[src/rtl/regfile_wb_arbiter.sv]
// Round-robin arbiter sharing the single regfile write port between the ALU
// and load writeback paths; registers the winning write and counts stalls.
module regfile_wb_arbiter #(
   parameter int WIDTH = 32,
   parameter int DEPTH = 32,
   parameter int CNT_W = 16,
   localparam int AW = $clog2(DEPTH)
) (
   input  logic             clk,
   input  logic             rst,
   input  logic             req0_valid,
   output logic             req0_ready,
   input  logic [AW-1:0]    req0_addr,
   input  logic [WIDTH-1:0] req0_data,
   input  logic             req1_valid,
   output logic             req1_ready,
   input  logic [AW-1:0]    req1_addr,
   input  logic [WIDTH-1:0] req1_data,
   output logic             we0,
   output logic [AW-1:0]    wr_addr0,
   output logic [WIDTH-1:0] wr_din0,
   output logic             last_grant,
   output logic [CNT_W-1:0] stall_cnt
);

   localparam logic [CNT_W-1:0] STALL_MAX = '1;

   logic grant0;
   logic grant1;
   logic stall;

   // On a tie the requester that did not win last time gets the port.
   always_comb begin
      grant0 = 1'b0;
      grant1 = 1'b0;
      if (rst) begin
         if (req0_valid && (!req1_valid || last_grant))
            grant0 = 1'b1;
         else if (req1_valid)
            grant1 = 1'b1;
      end
   end

   assign req0_ready = grant0;
   assign req1_ready = grant1;
   assign stall      = (req0_valid && !grant0) || (req1_valid && !grant1);

   always_ff @(posedge clk) begin
      if (!rst) begin
         we0        <= 1'b0;
         wr_addr0   <= '0;
         wr_din0    <= '0;
         last_grant <= 1'b1;
         stall_cnt  <= '0;
      end else begin
         we0 <= 1'b0;
         // x0 writes complete the handshake but never reach the regfile.
         if (grant0) begin
            we0        <= (req0_addr != '0);
            wr_addr0   <= req0_addr;
            wr_din0    <= req0_data;
            last_grant <= 1'b0;
         end else if (grant1) begin
            we0        <= (req1_addr != '0);
            wr_addr0   <= req1_addr;
            wr_din0    <= req1_data;
            last_grant <= 1'b1;
         end
         if (stall && (stall_cnt != STALL_MAX))
            stall_cnt <= stall_cnt + 1'b1;
      end
   end

endmodule

[config.mk]
export PLATFORM = sky130hd
export DESIGN_NAME = regfile_wb_arbiter
export DESIGN_NICKNAME = d
export VERILOG_FILES = /design/src/rtl/regfile_wb_arbiter.sv
export SDC_FILE = /design/constraint.sdc
export NUM_CORES = 1
export LEC_CHECK = 0
export BUFFER_PORTS_ARGS = -buffer_cell sky130_fd_sc_hd__buf_2
export CAP_MARGIN = 15
export CORE_ASPECT_RATIO = 1.1
export CORE_UTILIZATION = 41
export CTS_CLUSTER_DIAMETER = 50
export DETAILED_ROUTE_END_ITERATION = 8
export PLACE_DENSITY = 0.84
export SLEW_MARGIN = 10
export SYNTH_ARGS = -nofsm -noshare
export SYNTH_HDL_FRONTEND = slang
export SYNTH_SLANG_ARGS = --single-unit
[constraint.sdc]
create_clock -name clk -period 2.44 [get_ports clk]
set_clock_uncertainty 0.15 [all_clocks]
set_input_delay 0.488 -clock clk [delete_from_list [all_inputs] [get_ports clk]]
set_output_delay 0.488 -clock clk [all_outputs]
set_load 0.005 [all_outputs]
* Yosys cells after proc, flatten, opt, wreduce, memory -nomap -nowiden *
Cells that the tools add are included.

word-level totals
  bits in registers = 55
  output and inout bits = 57
  word-level logic and storage cells = 32

cells by class
  mux-type cells = 13
  reductions and logical operators = 12
  equality and inequality tests = 1
  add/sub/neg operators = 1

operators with widths
  operator                                                         count
  32-bit 2-to-1 mux                                                2
  16-bit by 1-bit adder with 16-bit output, second input constant  1
  16-bit != test, second input constant                            1
  5-bit 2-to-1 mux                                                 2
  5-bit nonzero test                                               2
  1-bit 2-to-1 mux                                                 9
  1-bit logical AND                                                4
  1-bit zero test                                                  3
  1-bit logical OR                                                 2
  2-bit nonzero test                                               1

* Depth between registers and ports, before layout *
  word-level depth = 9
  mapped depth = 7

* Least setup slack after synthesis *
No wires, ideal clock.

  path kind = input -> register
  from = in req1_valid
  to = reg stall_cnt[11]
  path slack = -59 ps
  arrival = 2279 ps
  library setup time = 70 ps
  stages on the path = 7
  path through = buf_4 > inv_2 > maj3_2 > or4_1 > clkbuf_1 > or4_1 > a21boi_1

on the way
  longest elaborated chain between the ends = 9

RTL lines
  item                    line  text
  start: declaration      15    input logic req1_valid,
  1-bit zero test         37    if (req0_valid && (!req1_valid || last_grant))
  1-bit logical OR        37
  1-bit logical AND       37
  1-bit 2-to-1 mux        37
  1-bit 2-to-1 mux        36    if (rst) begin
  1-bit zero test         46    assign stall = (req0_valid && !grant0) || (req1_valid && !grant1);
  1-bit logical AND       46
  1-bit logical OR (*)    46
  1-bit logical AND (*)   69    if (stall && (stall_cnt != STALL_MAX))
  end signal: assignment  70    stall_cnt <= stall_cnt + 1'b1;
  end: declaration        23    output logic [CNT_W-1:0] stall_cnt

Every way passes the cells marked *; elsewhere a longest branch is shown, timed or not.
A chain may end at the register's enable or synchronous reset.

* Final worst setup path *
  from = in rst
  to = out req0_ready

on the way
  longest elaborated chain between the ends = 1

RTL lines
  item                line  text
  start: declaration  10    input logic rst,
  1-bit 2-to-1 mux    36
  end: declaration    12    output logic req0_ready,

No other way between the ends.

==> impl_metrics.toml <==
[run_status]
status = "finished, final reports clean"

[floorplanning]
io_pins = 135
die_w_microns = 77.7
start_util_pct = 43.7
core_sq_mm = 0.00591
die_area_sq_mm = 0.00663
die_height_microns = 85.3
rows = 29

[finish]
synthToLayoutAreaGrowth_pct = 32.8
stdcell_count = 478
antenna_cells = 0
final_nets = 480
drive_gt1_share_pct = 37.7

[clock_tree]
clockRootBuffer = "clkbuf_8"
clkTransAtPathRegs_ps = 90
clock_sinks = 55
h-tree-depth = 2
cts_made_buffers = 5
cts_tree = "built"
clk_latency_ps = 300
ctsLongestPathBuffers = 2

[route]
wl_mm = 6.46
first_iter_violations = 147
wire_per_inst_microns = 13.5
drc = 0
ant_nets = 0
viasPerCell = 5.26
dr.pass1.iters = 5
via_count = 2512

[setup_path]
reg2reg_slack_ps = 260
crit_family = "buffers and inverters"
slowest_delay_ps = 340
ff2ff_path_depth = 4
critPathKind = "primary input to output port"
start_kind = "primary input"
arrival_ps = 1590
cp_num_cells = 5
crit_top_cell = "buf_2"
critPathBufInv = 4
reg2reg_to = "stall_cnt[15]$_SDFFE_PN0P_"
timing.critical_path.fanout_max = 60
cp_slowest_cell = "buf_6"
crit_required_ps = 1800
end_kind = "output port"
path_cells = "buf_2 -> buf_6 -> o211ai_1 -> inv_1 -> buf_2"
timing.rr.start = "stall_cnt[2]$_SDFFE_PN0P_"

[sta]
setup_violations = 0
worstMarginPinSlew_ps = 557
timing.final.max_slew_violations = 0
rsz0062_at_grt = "no"
finalHoldViolCount = 0
fin_crit_sh_pct = 91.2
fmax_mhz = 449
slew_headroom_pct = 62.8
period_needed_ps = 2230
setup_tns_ps = 0

[synth]
yosys_warnings = 0
yosysMostFrequentCell = "dfxtp_1"
syn_inst = 272
yosysSeqAreaShare_pct = 42.6
syn_area_per_cell_sq_um = 9.51
syn_nets = 351
ys_ff_latch = 55
syn_area_sq_mm = 0.00259
synth_ff_type = "dfxtp_1"
synth_top_area_share_pct = 42.6
async_flop_share_pct = 0
yosysUniqueCellTypes = 37
synthTopCellsByArea = "dfxtp_1, mux2i_1, o211a_1"
synth_top_cells_by_count = "dfxtp_1, nand2_1, mux2i_1"
synth_top_cell_by_area = "dfxtp_1"
synth_edf_count = 0

[job]
drv_cap = 0

[pwr]
cellPowerDensity_mw_per_mm2 = 526
p_leak_nw = 2.01
pwr-share-clk_pct = 27.6
p_sw_share_pct = 25.2
p_comb_share_pct = 17.8
peakVddDrop_uv = 347
p_seq_share_pct = 54.7
p_sw_uw = 456
power.internal_mw = 1.35

[placed_design]
gp_congestion = 0.805
port_buffers = 134
post-place-cells = 471
hpwl_mm = 4.72

[grt]
grt_max_degree = 65
overflow = 0
grt_pass1_wl_mm = 10.3
grt_use_total_pct = 19.3
grt_pass1_vias = 2363
grt_antenna_before_repair = 0

[worst_hold_path]
min_path_type = "primary input to flop"
hold_end = "wr_din0[13]$_SDFFE_PN0P_"
worstHoldStart = "req0_data[13]"
hold_depth = 2
[stage by stage]
step / worst slack (ps) / area, sq um / hold WS (ps) / power (mW) / util [%]
2_1_floorplan: 108 / 2590 / 333 / 1.17 / -
3_3_place_gp: 117 / 3340 / 344 / 1.32 / 56.5
3_5_place_dp: 83.3 / 3340 / 360 / 1.33 / 56.5
4_1_cts: 72.3 / 3430 / 259 / 1.83 / 58.0
5_1_grt: 127 / 3430 / 260 / 1.90 / 58.1
6_report: 214 / 3430 / 273 / 1.81 / 58.1
[cell families after synthesis]
| family | after synthesis | share of synthesized area, % |
|---|---|---|
| compound gates | 52 | 18.2 |
| xor+xnor | 7 | 2.37 |
| fa+ha+maj | 2 | 0.919 |
| buf+inv | 26 | 3.92 |
| flops | 55 | 42.6 |
| mux | 35 | 13.5 |
| simple gates | 95 | 18.5 |
[metal layers]
metal	vias up	part of all wire (%)	wire, microns	GRT usage, %
met5	-	0	0	0
met4	0	0.74	48	5.15
met3	5	8.0	517	6.45
met2	100	51	3300	35.3
met1	1160	40	2600	21.0
li1	1247	-	-	-
[registers in the layout, indices dropped and copies added, names as in the netlist]
register    count
wr_din0        32
wr_addr0        5
stall_cnt      16
we0             1
last_grant      1
[cell usage in the layout, fill, tap and decap left out, drive strengths merged]
master / instances
buf: 141
dfxtp: 55
nand2: 43
mux2i: 35
o211a: 33
nand3: 9
and2: 7
inv: 7
o21ai: 6
nor3: 6
nand4: 6
xor2: 6
clkbuf: 6
or4: 5
a222oi: 5
nor2b: 5
nor4: 4
a21boi: 3
nand2b: 2
nor2: 2
o211ai: 1
and3: 1
maj3: 1
and4: 1
a211o: 1
o31ai: 1
a21oi: 1
and3b: 1
or2: 1
xnor2: 1
nor4b: 1
nor3b: 1
o41ai: 1
ha: 1
clkinv: 1
[worst max-delay path by stage]
stage                               from                    endpoint
2_1_floorplan                 req1_valid  stall_cnt[11]$_SDFFE_PN0P_
3_3_place_gp                         rst                  req0_ready
3_5_place_dp                         rst                  req0_ready
4_1_cts                              rst                  req0_ready
5_1_grt        stall_cnt[2]$_SDFFE_PN0P_  stall_cnt[11]$_SDFFE_PN0P_
6_report                             rst                  req0_ready
[area by class of cell]
class | instances | area [sq um]
Timing Repair Buffer | 141 | 739
Clock buffer | 6 | 82.6
Clock inverter | 1 | 5.00
Fill cell | 543 | 2480
Sequential cell | 55 | 1100
Tap cell | 77 | 96.3
Multi-Input combinational cell | 191 | 1380
Inverter | 7 | 26.3
[power by group through the flow]
stage	Sequential [mW]	Clock, mW	Combinational (mW)
after floorplan	1.01	0	0.165
after global placement	1.00	0	0.311
after detailed placement	1.01	0	0.323
after CTS	0.987	0.520	0.324
after global routing	0.994	0.550	0.355
final	0.987	0.498	0.321
[repair_timing]
action,in CTS,in global routing
hold buffers,0,0
setup buffers,0,0
gates resized for setup,0,1
endpoints found under the setup margin,0,1
[worst register-to-register path: stages (launching register included)]
cell and delay (ps):
dfxtp_1 470, nand4_1 190, or4_1 650, or4_1 510
a21boi_1 160
No activity file was read; power rests on OpenSTA's default activity.
